## src/rtl/uart_pkt_rx_ctrl_if.sv

```systemverilog
// Byte-stream in / packet-stream out bundle for uart_pkt_rx_ctrl.
// The slave modport is the controller. The master modport is the UART side plus the downstream consumer.
interface uart_pkt_rx_ctrl_if;
    logic [7:0] rx_data;
    logic       rx_valid;
    logic [7:0] pkt_data;
    logic       pkt_valid;
    logic       pkt_last;
    logic       pkt_ready;
    logic [7:0] pkt_len;
    logic       busy;
    logic       err_checksum;
    logic       err_length;
    logic       err_timeout;
    logic       err_overrun;

    modport slave (
        input  rx_data, rx_valid, pkt_ready,
        output pkt_data, pkt_valid, pkt_last, pkt_len, busy,
               err_checksum, err_length, err_timeout, err_overrun
    );

    modport master (
        output rx_data, rx_valid, pkt_ready,
        input  pkt_data, pkt_valid, pkt_last, pkt_len, busy,
               err_checksum, err_length, err_timeout, err_overrun
    );
endinterface

```

## src/rtl/uart_pkt_rx_ctrl.sv

```systemverilog
// Framed packet receiver: sync byte, then length, payload and XOR checksum. Verified payload is replayed on a valid/ready stream.
// Defining UART_PKT_TIMEOUT_EN adds an inter-byte timeout that aborts stalled frames.
module uart_pkt_rx_ctrl #(
    parameter logic [7:0] SYNC_BYTE    = 8'hA5,
    parameter int         MAX_LEN      = 16,
    parameter int         TIMEOUT_CLKS = 104_160
) (
    input  logic              clk,
    input  logic              rst_n,
    uart_pkt_rx_ctrl_if.slave bus
);
    localparam int         AW    = (MAX_LEN > 1) ? $clog2(MAX_LEN) : 1;
    localparam int         DEPTH = 1 << AW;
    localparam logic [7:0] MAX_L = 8'(MAX_LEN);

    if (MAX_LEN < 1 || MAX_LEN > 255 || TIMEOUT_CLKS < 2 || TIMEOUT_CLKS >= (1 << 24)) begin : g_param_chk
        $error("uart_pkt_rx_ctrl: parameter out of range");
    end

    typedef enum logic [2:0] {S_IDLE, S_LEN, S_PAYLOAD, S_CHECK, S_DRAIN} state_t;

    state_t     r_state, w_nstate;
    logic [7:0] r_len, w_len_n;
    logic [7:0] r_xor, w_xor_n;
    logic [7:0] r_idx, w_idx_n;
    logic [7:0] r_buf [DEPTH];
    logic [7:0] r_pkt_data, w_data_n;
    logic       r_pkt_valid, w_valid_n;
    logic       r_pkt_last, w_last_n;
    logic [7:0] r_pkt_len;
    logic       r_busy;
    logic       r_err_ck, r_err_len, r_err_tmo, r_err_ovr;
    logic       w_err_ck, w_err_len, w_err_tmo, w_err_ovr;
    logic       w_wr_en;
    logic       w_tmo_fire;
    logic [7:0] w_rd_nxt;

    assign w_rd_nxt = r_idx + 8'd1;

`ifdef UART_PKT_TIMEOUT_EN
    localparam logic [23:0] TMO_LAST = 24'(TIMEOUT_CLKS - 1);
    logic [23:0] r_tmo;
    logic        w_timed;

    assign w_timed    = (r_state == S_LEN) || (r_state == S_PAYLOAD) || (r_state == S_CHECK);
    // A byte landing on the expiry cycle takes priority over the timeout.
    assign w_tmo_fire = w_timed && !bus.rx_valid && (r_tmo == TMO_LAST);

    always_ff @(posedge clk or negedge rst_n) begin
        if (!rst_n)                                   r_tmo <= '0;
        else if (!w_timed || bus.rx_valid || w_tmo_fire) r_tmo <= '0;
        else                                          r_tmo <= r_tmo + 24'd1;
    end
`else
    assign w_tmo_fire = 1'b0;
`endif

    always_comb begin
        w_nstate  = r_state;
        w_len_n   = r_len;
        w_xor_n   = r_xor;
        w_idx_n   = r_idx;
        w_wr_en   = 1'b0;
        w_data_n  = r_pkt_data;
        w_valid_n = r_pkt_valid;
        w_last_n  = r_pkt_last;
        w_err_ck  = 1'b0;
        w_err_len = 1'b0;
        w_err_ovr = 1'b0;
        w_err_tmo = 1'b0;
        case (r_state)
            S_IDLE: begin
                if (bus.rx_valid && bus.rx_data == SYNC_BYTE) w_nstate = S_LEN;
            end
            S_LEN: begin
                if (bus.rx_valid) begin
                    if (bus.rx_data != 8'd0 && bus.rx_data <= MAX_L) begin
                        w_len_n  = bus.rx_data;
                        w_xor_n  = bus.rx_data;
                        w_idx_n  = 8'd0;
                        w_nstate = S_PAYLOAD;
                    end else begin
                        w_err_len = 1'b1;
                        w_nstate  = S_IDLE;
                    end
                end
            end
            S_PAYLOAD: begin
                if (bus.rx_valid) begin
                    w_wr_en = 1'b1;
                    w_xor_n = r_xor ^ bus.rx_data;
                    w_idx_n = w_rd_nxt;
                    if (w_rd_nxt == r_len) w_nstate = S_CHECK;
                end
            end
            S_CHECK: begin
                if (bus.rx_valid) begin
                    if (bus.rx_data == r_xor) begin
                        w_nstate  = S_DRAIN;
                        w_idx_n   = 8'd0;
                        w_valid_n = 1'b1;
                        w_data_n  = r_buf[0];
                        w_last_n  = (r_len == 8'd1);
                    end else begin
                        w_err_ck = 1'b1;
                        w_nstate = S_IDLE;
                    end
                end
            end
            S_DRAIN: begin
                w_err_ovr = bus.rx_valid;
                if (r_pkt_valid && bus.pkt_ready) begin
                    if (r_pkt_last) begin
                        w_nstate  = S_IDLE;
                        w_valid_n = 1'b0;
                        w_last_n  = 1'b0;
                        w_data_n  = 8'd0;
                        w_idx_n   = 8'd0;
                    end else begin
                        // Prefetch the next byte so a ready consumer sees one byte per clock.
                        w_idx_n  = w_rd_nxt;
                        w_data_n = r_buf[w_rd_nxt[AW-1:0]];
                        w_last_n = ((r_idx + 8'd2) == r_len);
                    end
                end
            end
            default: w_nstate = S_IDLE;
        endcase
        if (w_tmo_fire) begin
            w_nstate  = S_IDLE;
            w_err_tmo = 1'b1;
        end
    end

    always_ff @(posedge clk or negedge rst_n) begin
        if (!rst_n) begin
            r_state     <= S_IDLE;
            r_len       <= '0;
            r_xor       <= '0;
            r_idx       <= '0;
            r_pkt_data  <= '0;
            r_pkt_valid <= 1'b0;
            r_pkt_last  <= 1'b0;
            r_pkt_len   <= '0;
            r_busy      <= 1'b0;
            r_err_ck    <= 1'b0;
            r_err_len   <= 1'b0;
            r_err_tmo   <= 1'b0;
            r_err_ovr   <= 1'b0;
        end else begin
            r_state     <= w_nstate;
            r_len       <= w_len_n;
            r_xor       <= w_xor_n;
            r_idx       <= w_idx_n;
            r_pkt_data  <= w_data_n;
            r_pkt_valid <= w_valid_n;
            r_pkt_last  <= w_last_n;
            r_pkt_len   <= (w_nstate == S_DRAIN) ? w_len_n : 8'd0;
            r_busy      <= (w_nstate != S_IDLE);
            r_err_ck    <= w_err_ck;
            r_err_len   <= w_err_len;
            r_err_tmo   <= w_err_tmo;
            r_err_ovr   <= w_err_ovr;
        end
    end

    always_ff @(posedge clk) begin
        if (w_wr_en) r_buf[r_idx[AW-1:0]] <= bus.rx_data;
    end

    assign bus.pkt_data     = r_pkt_data;
    assign bus.pkt_valid    = r_pkt_valid;
    assign bus.pkt_last     = r_pkt_last;
    assign bus.pkt_len      = r_pkt_len;
    assign bus.busy         = r_busy;
    assign bus.err_checksum = r_err_ck;
    assign bus.err_length   = r_err_len;
    assign bus.err_timeout  = r_err_tmo;
    assign bus.err_overrun  = r_err_ovr;
endmodule

```

## src/flat_wrapper.sv

```systemverilog
// flat-port wrapper written by rule: the top's interface ports become plain ports
module uart_pkt_rx_ctrl_flat 
#(
    parameter logic [7:0] SYNC_BYTE    = 8'hA5,
    parameter int         MAX_LEN      = 16,
    parameter int         TIMEOUT_CLKS = 104_160
)
  (clk, rst_n, bus_rx_data, bus_rx_valid, bus_pkt_ready, bus_pkt_data, bus_pkt_valid, bus_pkt_last, bus_pkt_len, bus_busy, bus_err_checksum, bus_err_length, bus_err_timeout, bus_err_overrun);
  uart_pkt_rx_ctrl_if bus_i ();
  input  logic clk;
  input  logic rst_n;
  input wire logic [$bits(bus_i.rx_data)-1:0] bus_rx_data;
  input wire logic [$bits(bus_i.rx_valid)-1:0] bus_rx_valid;
  input wire logic [$bits(bus_i.pkt_ready)-1:0] bus_pkt_ready;
  output wire logic [$bits(bus_i.pkt_data)-1:0] bus_pkt_data;
  output wire logic [$bits(bus_i.pkt_valid)-1:0] bus_pkt_valid;
  output wire logic [$bits(bus_i.pkt_last)-1:0] bus_pkt_last;
  output wire logic [$bits(bus_i.pkt_len)-1:0] bus_pkt_len;
  output wire logic [$bits(bus_i.busy)-1:0] bus_busy;
  output wire logic [$bits(bus_i.err_checksum)-1:0] bus_err_checksum;
  output wire logic [$bits(bus_i.err_length)-1:0] bus_err_length;
  output wire logic [$bits(bus_i.err_timeout)-1:0] bus_err_timeout;
  output wire logic [$bits(bus_i.err_overrun)-1:0] bus_err_overrun;
  assign bus_i.rx_data = bus_rx_data;
  assign bus_i.rx_valid = bus_rx_valid;
  assign bus_i.pkt_ready = bus_pkt_ready;
  assign bus_pkt_data = bus_i.pkt_data;
  assign bus_pkt_valid = bus_i.pkt_valid;
  assign bus_pkt_last = bus_i.pkt_last;
  assign bus_pkt_len = bus_i.pkt_len;
  assign bus_busy = bus_i.busy;
  assign bus_err_checksum = bus_i.err_checksum;
  assign bus_err_length = bus_i.err_length;
  assign bus_err_timeout = bus_i.err_timeout;
  assign bus_err_overrun = bus_i.err_overrun;
  uart_pkt_rx_ctrl #(.SYNC_BYTE(SYNC_BYTE), .MAX_LEN(MAX_LEN), .TIMEOUT_CLKS(TIMEOUT_CLKS)) u_core (.clk(clk), .rst_n(rst_n), .bus(bus_i));
endmodule
```

## config.mk

```make
export PLATFORM = sky130hd
export DESIGN_NAME = uart_pkt_rx_ctrl_flat
export DESIGN_NICKNAME = d
export VERILOG_FILES = /design/src/rtl/uart_pkt_rx_ctrl_if.sv /design/src/rtl/uart_pkt_rx_ctrl.sv /design/src/flat_wrapper.sv
export SDC_FILE = /design/constraint.sdc
export NUM_CORES = 1
export LEC_CHECK = 0
export BUFFER_PORTS_ARGS = -buffer_cell sky130_fd_sc_hd__buf_4
export CORE_ASPECT_RATIO = 2
export CORE_MARGIN = 1
export CORE_UTILIZATION = 45
export CTS_BUF_LIST = sky130_fd_sc_hd__clkbuf_4
export CTS_CLUSTER_SIZE = 12
export DETAILED_ROUTE_END_ITERATION = 7
export HOLD_SLACK_MARGIN = 0.08
export PLACE_DENSITY = 0.7
export RECOVER_POWER = 25
export SKIP_CTS_REPAIR_TIMING = 1
export SYNTH_ARGS = -nofsm -noshare
export SYNTH_HDL_FRONTEND = slang
export SYNTH_SLANG_ARGS = --single-unit
export TNS_END_PERCENT = 1
```

## constraint.sdc

```tcl
create_clock -name clk -period 3.65 [get_ports clk]
set_input_delay 0.1825 -clock clk [delete_from_list [all_inputs] [get_ports clk]]
set_output_delay 0.1825 -clock clk [all_outputs]
set_load 0.05 [all_outputs]
```

# [Word-level counts from Yosys, hierarchy flattened]
# Memories as Yosys holds them, arrays and structs flattened.
# Cells that the tools add are included.
[word_totals] ff_bits=49 mem_bits_rw=128 inputBits=12 out_inout_bits=23 elab_cells=99 memories=1
[mem_list] memory="u_core.r_buf" depth=16 width=8 rd=2 rd_ports_with_merged_regs=0 wr=1 line_no="uart_pkt_rx_ctrl.sv:26" source="logic [7:0] r_buf [DEPTH];"
[classes] n_addsub=2 n_lt_le_gt_ge=1 eq_ne=17 n_mux=52 bitwise=1 n_reduce_logical=13
[op_table] operator="$mux 8" n=18
[op_table] operator="$pmux 8 s2" n=2
[op_table] operator="$pmux 8 s4" n=1
[op_table] operator="$eq 8x8->1" n=3
[op_table] operator="$mux 3" n=8
[op_table] operator="$mux 1" n=19
[op_table] operator="$pmux 3 s5" n=1
[op_table] operator="$add 8x1->8 const B" n=1
[op_table] operator="$add 8x2->8 const B" n=1
[op_table] operator="$eq 8x1->1 const B" n=1
[op_table] operator="$eq 8x8->1 const B" n=1
[op_table] operator="$le 8x5->1 const B" n=1
[op_table] operator="$ne 2x1->1 const B" n=4
[op_table] operator="$reduce_and 4->1" n=2
[op_table] operator="$reduce_bool 8->1" n=1
[op_table] operator="$xor 8x8->8" n=1
[op_table] operator="$reduce_and 7->1" n=1
[op_table] operator="$eq 3x2->1 const B" n=2
[op_table] operator="$eq 3x3->1 const B" n=2
[op_table] operator="$ne 2x2->1 const B" n=3
[op_table] operator="$reduce_and 5->1" n=1
[op_table] operator="$pmux 1 s2" n=2
[op_table] operator="$reduce_bool 2->1" n=2
[op_table] operator="$reduce_bool 4->1" n=1
[op_table] operator="other kinds (5)" n=7

# [Longest topological paths before layout]
# Gate-level depths: netlist (run 1).
[depth] word_depth=7 depth_mapped=11

# [Worst setup path after synthesis (run 1)]
# OpenSTA, ideal clock, no wires.
[synth_timing] path_kind="register to register" start="reg u_core.r_idx[0]" end="reg u_core.r_pkt_data[0], in the netlist u_core.bus.pkt_data[0]" setup_time_ps=125 arrival_ps=2304 t_required_ps=3525 setup_slack_ps=1221 stages_incl_launch_ff=12 n_path_buf=4 synth_period_minus_slack_ps=2429 path_cell_list="dfrtp_1 > clkbuf_1 > buf_4 > inv_1 > ha_1 > buf_2 > clkbuf_1 > mux4_2 > o211ai_1 > nand4_1 > a22oi_1 > a21oi_1"
[synth_via] elab_chain_cells=5
[synth_lines] item="start, declared" line_no="uart_pkt_rx_ctrl.sv:25" source="logic [7:0] r_idx, w_idx_n;"
[synth_lines] item="start signal, assigned" line_no="uart_pkt_rx_ctrl.sv:154" source="r_idx <= w_idx_n;"
[synth_lines] item="$add 8x1->8" line_no="uart_pkt_rx_ctrl.sv:38" source="assign w_rd_nxt = r_idx + 8'd1;"
[synth_lines] item="$mem_v2 16x8"
[synth_lines] item="$mux 8" line_no="uart_pkt_rx_ctrl.sv:113" source="if (r_pkt_last) begin"
[synth_lines] item="$mux 8" line_no="uart_pkt_rx_ctrl.sv:112" source="if (r_pkt_valid && bus.pkt_ready) begin"
[synth_lines] item="$pmux 8 s2" line_no="uart_pkt_rx_ctrl.sv:71" source="case (r_state)"
[synth_lines] item="end signal, assigned" line_no="uart_pkt_rx_ctrl.sv:155" source="r_pkt_data <= w_data_n;"
[synth_lines] item="end, declared" line_no="uart_pkt_rx_ctrl.sv:27" source="logic [7:0] r_pkt_data, w_data_n;"
# No other way between the ends. The select of a mux whose other input is x is not followed.
# A chain may end at the register's enable or synchronous reset.

# [Worst setup path in the final report (run 1)]
[layout_timing] start="in bus_rx_data[1]" end="reg u_core.r_idx[5]"
[layout_via] elab_chain_cells=4
[layout_lines] item="start, declared" line_no="flat_wrapper.sv:12" source="input wire logic [$bits(bus_i.rx_data)-1:0] bus_rx_data;"
[layout_lines] item="$le 8x5->1 / $reduce_bool 8->1 (equally long branches)" line_no="uart_pkt_rx_ctrl.sv:77" source="if (bus.rx_data != 8'd0 && bus.rx_data <= MAX_L) begin"
[layout_lines] item="$logic_and 1x1->1" line_no="uart_pkt_rx_ctrl.sv:77"
[layout_lines] item="$ne 2x1->1 (no line)"
[layout_lines] item="$reduce_and 7->1 (no line) *"
# Mark *: on every way between the ends. The rest lies on a longest branch, timed or not.

==> reports/metrics.yaml, run 1 <==
floorplanning:
  start_util: 0.458
  io_pins: 35
  core_um2: 17300
  die_area_um2: 18200
  dieHeight_um: 190
  die_w_um: 95.8
  num_rows: 68
route:
  drtAntennaViolNets: 0
  first_pass_iters: 6
  vias: 4955
  wirelength_um: 20100
  wl_per_cell_um: 25.1
  drt_iter0_drc: 372
  drt_drc_violations_left: 0
  vias_per_cell: 6.20
critical_path:
  critical_path_class: "in -> reg"
  start_kind: "input pin"
  crit_required_ns: 4.11
  crit_fanout: 23
  crit_arrival_ns: 3.59
  endpoint_kind: "flop"
layout:
  fillers: 1452
  multiInputGateArea_um2: 2580
  final_util: 0.500
  drive_above_1_share: 0.194
  synthToLayoutAreaGrowth_pct: 9.23
  nets: 592
  regArea_um2: 5070
logic_synthesis:
  yosys.area.top_type_share: 0.486
  synthArstFlopShare: 0.277
  avgSynthCellArea_um2: 14.6
  synthFlopType: "edfxtp_1"
  yosys_register_bits: 177
  yosys-top-cells-count: "edfxtp_1 (128), dfrtp_1 (49), mux4_2 (32)"
  syn_area_um2: 7910
  yosys_warnings: 0
  synthCells: 541
  synth_edf_count: 128
  seq_area_frac_synth: 0.641
  synth_area_leaders: "edfxtp_1 (49%), dfrtp_1 (15%), mux4_2 (9.1%), nand4_1 (2.2%), xnor2_1 (1.7%)"
  syn_nets: 558
  synth.most_common_cell: "edfxtp_1"
  yosys.area.top_type: "edfxtp_1"
  ys_types: 67
cts:
  h-tree-depth: 4
  cts_made_buffers: 17
  cts.sinks: 177
  clk-insertion-delay-late_ns: 0.60
  clock-root-buffer: "clkbuf_4"
  cts_tree: "built"
  clockBufferDepth: 2
  path_clk_slew_ns: 0.16
sta:
  hold_viol: 0
  period_minus_slack_ns: 3.13
  fmax_mhz: 319
  setup_viol: 0
  skew_ns: 0.0310
  post-route-period-util: 0.858
  worstMarginPinSlew_ns: 1.32
  relSlewSlack: 0.121
  slew_violations: 0
  rsz0062_at_grt: "false"
  fin_setup_tns_ns: 0
power:
  powerDensity_nw_per_um2: 424
  p_total_w: 0.00366
  ir_worst_vdd_uv: 213
  leakagePower_nw: 3.12
outcome:
  status: "completed"
grt:
  grtUsageTotal: 0.242
  overflow: 0
  antenna_found_initial: 1
  grt_pass1_wl_um: 30700
  grt_max_degree: 50
  grt_pass1_vias: 5143
job:
  cap_violations: 0
placed_design:
  finalWeightedCongestion: 0.982
  portBuffers: 33
  hpwlAfterDp_um: 13900
worst_hold_path:
  min_path_type: "in -> async"
## final timing paths
kind | start | to | slack [ns] | depth (start not counted)
max | bus_rx_data[1] | u_core.r_idx[5] | 0.52 | 7
min | rst_n | u_core.r_xor[5] | 0.13 | 2
max reg2reg | u_core.r_idx[0] | u_core.bus.pkt_data[1] | 0.53 | 8
min reg2reg | u_core.r_idx[7] | u_core.r_idx[7] | 0.53 | 1
max in group asynchronous | rst_n | u_core.bus.pkt_data[3] | 3.06 | 2
min in group clk | bus_rx_valid | u_core.bus.err_overrun | 0.42 | 3
## report_power, final
part	switching [W]	internal (W)	leakage (nW)
Combinational	0.000200	0.000142	1.17
Clock	0.000723	0.000373	0.151
Sequential	0.0000426	0.00218	1.80
Total	0.000966	0.00270	3.12
## layout by cell type (no fill, tap or decap), types with 7 or more instances in the layout
master	instances
o31ai_1	7
mux4_2	32
inv_6	7
xnor2_1	15
dfrtp_1	48
nand2_1	9
clkbuf_1	8
a31oi_1	7
and3_1	8
edfxtp_1	128
buf_4	33
clkbuf_4	18
a22oi_1	8
nand2b_1	7
dlygate4sd3_1	11
o211ai_1	17
nand3_1	13
o21ai_0	16
nand4_1	28
nor2_1	20
and2_1	16
nor3_1	14
inv_1	15
a21oi_1	21
## flip-flops by register name, indices dropped and copies added (netlist names), 3 cells and up
| register | count |
|---|---|
| u_core.bus.pkt_data | 8 |
| u_core.bus.pkt_len | 8 |
| u_core.r_buf | 128 |
| u_core.r_idx | 8 |
| u_core.r_len | 8 |
| u_core.r_state | 3 |
| u_core.r_xor | 8 |
## cells by family (layout without fill, tap and decap cells)
| logic type | Yosys count | count (layout) | share of synthesized area |
|---|---|---|---|
| AO/OA/AOI/OAI | 98 | 98 | 0.0843 |
| XOR/XNOR | 22 | 22 | 0.0253 |
| adder cells (fa/ha/maj) | 5 | 5 | 0.00791 |
| buffers and inverters | 52 | 99 | 0.0329 |
| flip-flops | 177 | 177 | 0.641 |
| multiplexers | 39 | 39 | 0.100 |
| other | 1 | 2 | 0.000474 |
| AND/OR/NAND/NOR | 147 | 147 | 0.108 |
## worst max-delay path, cell delays in order
cell and delay [ns]:
dlygate4sd3_1 0.52, clkbuf_1 0.94, xnor2_1 0.21, nand4_1 0.24, o211a_1 0.44, o31ai_1 0.84
o41ai_1 0.20
## layer usage
layer | up-vias | GRT usage | wire length [um]
met5 | - | 0 | 0
met3 | 79 | 0.0480 | 999
met4 | 0 | 0.168 | 1370
met2 | 230 | 0.427 | 11200
li1 | 2180 | - | -
met1 | 2466 | 0.248 | 6490
## stage by stage
stage	setup slack (ns)	cell area, um2	instances	hold WS [ns]
after detailed placement	0.750	8280	755	0.247
after CTS	0.689	8560	787	-0.426
after global placement	0.805	8280	755	0.241
final	0.517	8640	799	0.125
after floorplan	1.22	7910	541	-0.113
after global routing	0.372	8640	799	0.162
## final cells by class
| class | count | share of cell area |
|---|---|---|
| tap | 210 | 0.0304 |
| antenna | 1 | 0.000290 |
| inverter | 15 | 0.00651 |
| sequential | 177 | 0.587 |
| clock inverter | 14 | 0.0168 |
| multi-input combinational | 312 | 0.299 |
| timing repair buffer | 52 | 0.0449 |
| clock buffer | 18 | 0.0156 |
Note: power is estimated with default switching activity, not from simulation.
==> inputs of run 2 (changes only) <==
clock period = 3.9 ns   (was 3.65 ns; I/O delays follow)
==> run 2 against run 1 <==
Against the previous run: the flow now finishes with violations (max-capacitance violations, max-slew violations); global-route usage is 0.99 points lower; clock skew is 0.012 ns lower; power is 5.4% lower; register-to-register slack better by 0.49 ns; worst hold slack better by 0.35 ns; via count is 0.42% lower; non-clock buffer count is 3 lower; count of clock-buffer cells in the layout is 1 lower; wire length is 3.1% lower; core utilization hardly changed; combinational power is 9.1% lower; critical endpoint is now u_core.bus.pkt_data[1]; largest cell class unchanged; largest power group unchanged.
==> reports/metrics.yaml, run 2 (synthesized netlist as in run 1, its figures left out) <==
layout:
  finalNonFillerCells: 796  # -0.38%
  drive_above_1_share: 0.190  # -0.00413
  mostFrequentLayoutCells: "edfxtp_1 (128), dfrtp_1 (48), mux4_2 (32), buf_4 (30), nand4_1 (28)"
  synthToLayoutAreaGrowth_pct: 9.20  # about the same
  final_common_cell: "edfxtp_1"
  largest_reg_flops: 128  # unchanged
  multiInputGateArea_um2: 2580  # unchanged
  regArea_um2: 5070  # unchanged
  fillers: 1457  # +0.34%
  nets: 589  # -0.51%
sta:
  relSlewSlack: -0.798  # -0.918
  worstMarginPinSlew_ns: 2.70  # +1.38 ns
  fin_setup_tns_ns: 0  # unchanged
  skew_ns: 0.0188  # -0.0122 ns
  post-route-period-util: 0.740
  period_minus_slack_ns: 2.88
  fmax_mhz: 347
  slew_violations: 50  # +50
  hold_viol: 0  # unchanged
  rsz0062_at_grt: "false"
  setup_viol: 0  # unchanged
critical_path:
  endpoint_kind: "flop"
  r2r_start: "u_core.r_idx[0]"
  critPathLaunch: "u_core.r_idx[0]"
  cp_num_buf_inv: 2  # unchanged
  start_kind: "flop"
  slowest_delay_ns: 0.85  # -0.09 ns
  reg2reg_depth: 8  # unchanged
  critical_path.top_delay_family: "flip-flops"
  r2r-end: "u_core.bus.pkt_data[1]"
  cp_cell_sequence: "inv_1 -> ha_1 -> buf_4 -> mux4_2 -> nand4_1 -> nand4_1 -> a22oi_1 -> a21oi_1"
  crit_required_ns: 4.35  # +0.24 ns
  cp_slowest_cell: "dfrtp_2"
  ff2ff_setup_slack_ns: 1.02  # +0.49 ns
  cpMostUsedCell: "nand4_1"
  crit_arrival_ns: 3.34  # -0.25 ns
  critical_path_class: "reg -> reg"
  crit_fanout: 23  # unchanged
route:
  vias_per_cell: 6.20  # about the same
  drt_drc_violations_left: 0  # unchanged
  vias: 4934  # -0.42%
  wirelength_um: 19400  # -3.1%
  drtAntennaViolNets: 0  # unchanged
  drt_iter0_drc: 332  # -11%
  first_pass_iters: 7  # +1
  wl_per_cell_um: 24.4  # -2.8%
grt:
  grt_pass1_wl_um: 29700  # -3.3%
  grt_pass1_vias: 5176  # +0.64%
  grtUsageTotal: 0.232  # -0.00992
  grt_max_degree: 50  # unchanged
  antenna_found_initial: 1  # unchanged
  overflow: 0  # unchanged
worst_hold_path:
  hold_start: "bus_rx_valid"
  worstHoldEndpoint: "u_core.bus.err_overrun"
  hold_depth: 3
  min_path_type: "in -> reg"
cts:
  path_clk_slew_ns: 0.14  # -0.02 ns
  cts_tree: "built"
  cts.sinks: 177  # unchanged
  clk-insertion-delay-late_ns: 0.57  # -0.03 ns
  h-tree-depth: 4  # unchanged
  cts_made_buffers: 17  # unchanged
  clockBufferDepth: 2  # unchanged
  clock-root-buffer: "clkbuf_4"
placed_design:
  finalWeightedCongestion: 0.956  # -2.6%
  dp.cells: 752  # -0.40%
  portBuffers: 33  # unchanged
  hpwlAfterDp_um: 13900  # -0.33%
job:
  cap_violations: 1  # +1
power:
  leakagePower_nw: 3.12  # about the same
  p_sw_frac: 0.257  # -0.00690
  p_seq_frac: 0.602  # -0.006
  p_comb_frac: 0.090  # -0.003
  powerDensity_nw_per_um2: 401  # -5.4%
  switching_power_w: 0.000889  # -7.9%
  internal_power_w: 0.00258  # -4.5%
  p_clk_frac: 0.308  # +0.009
  ir_worst_vdd_uv: 181  # -15%
floorplanning:
  die_w_um: 95.8  # unchanged
  core_um2: 17300  # unchanged
  io_pins: 35  # unchanged
  dieHeight_um: 190  # unchanged
  die_area_um2: 18200  # unchanged
  num_rows: 68  # unchanged
  start_util: 0.458  # unchanged
outcome:
  status: "finished, violations left"
  failed_checks: "max-capacitance violations, max-slew violations"
run 2: cell types whose count changed in the layout (fill, tap and decap cells not counted):
cell / before / now
buf_4: 33 / 30
clkinv_4: 0 / 3
clkinvlp_4: 2 / 1
inv_6: 7 / 4
bufinv_16: 1 / 2
clkbuf_4: 18 / 17
clkinv_2: 1 / 2
run 2: layout make-up:
type | count | share of cell area
antenna | 1 | 0.000290
clock buffer | 17 | 0.0148
clock inverter | 15 | 0.0200
inverter | 15 | 0.00652
multi-input combinational | 312 | 0.299
sequential | 177 | 0.587
tap | 210 | 0.0304
timing repair buffer | 49 | 0.0423
run 2: worst max-delay path by stage:
stage / to / slack (ns) / cells after the start
after detailed placement: u_core.bus.pkt_data[7] / 1.01 / 8
final: u_core.bus.pkt_data[1] / 1.02 / 8
after floorplan: u_core.bus.pkt_data[0] / 1.47 / 11
after global placement: u_core.bus.pkt_data[7] / 1.06 / 8
after CTS: u_core.bus.pkt_data[7] / 1.00 / 8
after global routing: u_core.r_idx[0] / 0.59 / 2
run 2: power groups by stage:
stage / registers (W) / clock network, W / logic [W]
floorplan: 0.00210 / 0 / 0.000217
global placement: 0.00212 / 0 / 0.000298
detailed placement: 0.00213 / 0 / 0.000305
CTS: 0.00209 / 0.00109 / 0.000306
global route: 0.00209 / 0.00115 / 0.000335
finish: 0.00209 / 0.00107 / 0.000311
run 2: layer usage:
layer  global-route usage  up-vias  share of wire
met5                    0        -              0
met4                0.188        0          0.088
met3               0.0436       94          0.037
met2                0.416      200           0.55
met1                0.220     2468           0.32
li1                     -     2172              -
run 2: worst reg2reg max path, delay by kind of cell (launching register included):
| kind | cells | cell delay, ns |
|---|---|---|
| buf+inv | 2 | 0.51 |
| flops | 1 | 0.85 |
| compound gates | 2 | 0.31 |
| simple gates | 2 | 0.33 |
| fa+ha+maj | 1 | 0.36 |
| mux | 1 | 0.41 |
run 2: per-stage QoR:
stage | utilization | worst slack, ns | cell area, um2 | power, W | hold WS, ns
6_report | 0.500 | 1.02 | 8640 | 0.00347 | 0.471
4_1_cts | 0.496 | 1.00 | 8560 | 0.00348 | -0.395
3_3_place_gp | 0.478 | 1.06 | 8260 | 0.00242 | 0.253
2_1_floorplan | - | 1.47 | 7910 | 0.00232 | -0.101
5_1_grt | 0.500 | 0.585 | 8640 | 0.00358 | 0.475
3_5_place_dp | 0.478 | 1.01 | 8260 | 0.00243 | 0.259
==> inputs of run 3 (changes only) <==
clock period = 2.9 ns   (was 3.9 ns; I/O delays follow)
==> run 3 against run 2 <==
Against the previous run: the run now ends clean; via count down 2.1%; design area up 0.56%; worst setup slack got worse by 0.71 ns; final cell count grew 1.1%; critical path depth did not move; non-clock buffer count increased by 9; combinational power grew 39%; die area stayed put; critical path type is now in -> reg; largest power group unchanged; highest routed layer unchanged.
==> reports/metrics.yaml, run 3 (synthesized netlist as in run 1, its figures left out) <==
outcome:
  status: "completed"
layout:
  drive_above_1_share: 0.209  # +0.0190
  synthToLayoutAreaGrowth_pct: 9.82
  nets: 598  # +1.5%
  post-route-cell-area_um2: 8690  # +0.56%
  mostFrequentLayoutCells: "edfxtp_1 (128), dfrtp_1 (48), buf_4 (44), mux4_2 (32), nand4_1 (28)"
  finalNonFillerCells: 805  # +1.1%
  fillers: 1463  # +0.41%
  largest_reg_flops: 128  # unchanged
  final_common_cell: "edfxtp_1"
power:
  p_clk_frac: 0.288  # -0.020
  p_sw_frac: 0.255  # -0.00164
  switching_power_w: 0.00115  # +30%
  powerDensity_nw_per_um2: 521  # +30%
  leakagePower_nw: 3.15  # +0.99%
  ir_worst_vdd_uv: 233  # +29%
  p_comb_frac: 0.095  # +0.005
  p_seq_frac: 0.617  # +0.015
  internal_power_w: 0.00337  # +31%
floorplanning:
  num_rows: 68  # unchanged
  dieHeight_um: 190  # unchanged
  core_um2: 17300  # unchanged
  start_util: 0.458  # unchanged
  die_w_um: 95.8  # unchanged
  io_pins: 35  # unchanged
  die_area_um2: 18200  # unchanged
sta:
  relSlewSlack: 0.307  # +1.10
  fin_setup_tns_ns: 0  # unchanged
  fmax_mhz: 386
  period_minus_slack_ns: 2.59
  hold_viol: 0  # unchanged
  worstMarginPinSlew_ns: 1.04  # -1.66 ns
  setup_viol: 0  # unchanged
  skew_ns: 0.0177  # -0.00109 ns
  slew_violations: 0  # -100%
  post-route-period-util: 0.894
  rsz0062_at_grt: "false"
placed_design:
  dp.cells: 761  # +1.2%
  finalWeightedCongestion: 0.927  # -3.1%
  portBuffers: 33  # unchanged
  hpwlAfterDp_um: 14200  # +2.4%
  placed_cell_area_um2: 8330  # +0.82%
route:
  drtAntennaViolNets: 0  # unchanged
  first_pass_iters: 5  # -2
  drt_iter0_drc: 351  # +5.7%
  drt_drc_violations_left: 0  # unchanged
  vias: 4828  # -2.1%
  wl_per_cell_um: 24.4  # about the same
  vias_per_cell: 6.00  # -3.2%
  wirelength_um: 19700  # +1.1%
critical_path:
  cp_cell_sequence: "dlygate4sd3_1 -> clkbuf_1 -> xnor2_1 -> nand4_1 -> nor3_1 -> buf_4 -> a21oi_1 -> nand4_1"
  crit_fanout: 20  # -13%
  start_kind: "input pin"
  critical_path.top_delay_family: "buffers and inverters"
  slowest_delay_ns: 0.77  # -0.08 ns
  crit_required_ns: 3.33  # -1.02 ns
  ff2ff_setup_slack_ns: 0.38  # -0.64 ns
  endpoint_kind: "flop"
  cp_num_buf_inv: 3  # +1
  critical_path_class: "in -> reg"
  cp_slowest_cell: "clkbuf_1"
  cpMostUsedCell: "nand4_1"
  crit_arrival_ns: 3.02  # -0.32 ns
grt:
  grt_pass1_wl_um: 29700  # +0.19%
  grt_pass1_vias: 4982  # -3.7%
  grt_max_degree: 50  # unchanged
  antenna_found_initial: 1  # unchanged
  overflow: 0  # unchanged
  grtUsageTotal: 0.235  # +0.00334
cts:
  cts_tree: "built"
  path_clk_slew_ns: 0.15  # about the same
  cts_made_buffers: 17  # unchanged
  h-tree-depth: 4  # unchanged
  clk-insertion-delay-late_ns: 0.58  # about the same
  clockBufferDepth: 2  # unchanged
  clock-root-buffer: "clkbuf_4"
  cts.sinks: 177  # unchanged
job:
  cap_violations: 0  # -1
worst_hold_path:
  min_path_type: "in -> async"
## run 3: power groups by stage
| stage | clock, W | sequential (W) | combinational (W) |
|---|---|---|---|
| floorplan | 0 | 0.00283 | 0.000292 |
| global placement | 0 | 0.00284 | 0.000414 |
| detailed placement | 0 | 0.00285 | 0.000424 |
| CTS | 0.00133 | 0.00279 | 0.000425 |
| global route | 0.00142 | 0.00280 | 0.000466 |
| finish | 0.00131 | 0.00279 | 0.000431 |
## run 3: cell type report
cell class | instances | area (um2) | share of cell area
Inverter | 15 | 56.3 | 0.00648
Multi-Input combinational cell | 312 | 2580 | 0.297
Tap cell | 210 | 263 | 0.0302
Clock buffer | 18 | 135 | 0.0156
Sequential cell | 177 | 5070 | 0.584
Antenna cell | 1 | 2.50 | 0.000288
Timing Repair Buffer | 58 | 452 | 0.0520
Clock inverter | 14 | 128 | 0.0147
## run 3: path summary, 6_finish.rpt
check / from / end / cells after the start
setup / recovery: bus_rx_data[5] / u_core.bus.busy / 8
hold reg to reg: u_core.r_idx[7] / u_core.r_idx[7] / 1
min in group clk: bus_rx_valid / u_core.bus.err_overrun / 3
max in group asynchronous: rst_n / u_core.r_idx[0] / 2
setup reg to reg: u_core.r_idx[2] / u_core.r_state[0] / 6
hold / removal: rst_n / u_core.r_xor[5] / 2
## run 3: layer usage
| layer | vias up | global-route usage | part of all wire |
|---|---|---|---|
| li1 | 2197 | - | - |
| met3 | 57 | 0.0356 | 0.030 |
| met2 | 155 | 0.439 | 0.58 |
| met5 | - | 0 | 0 |
| met4 | 0 | 0.150 | 0.067 |
| met1 | 2419 | 0.232 | 0.33 |
## run 3: metrics by stage
step           power, W  hold WS (ns)  setup WS, ns   util
3_5_place_dp    0.00327         0.211         0.412  0.482
4_1_cts         0.00454        -0.451         0.371  0.497
5_1_grt         0.00469         0.141         0.140  0.503
6_report        0.00453         0.102         0.307  0.503
3_3_place_gp    0.00326         0.201         0.447  0.482
2_1_floorplan   0.00312        -0.151         0.471      -
## run 3: worst register-to-register path, delay by kind of cell (launching register included)
family / cells / cell delay (ns)
flip-flops: 1 / 0.77
AND/OR/NAND/NOR: 2 / 0.51
XOR/XNOR: 1 / 0.19
adder cells (fa/ha/maj): 1 / 0.52
AO/OA/AOI/OAI: 2 / 0.45
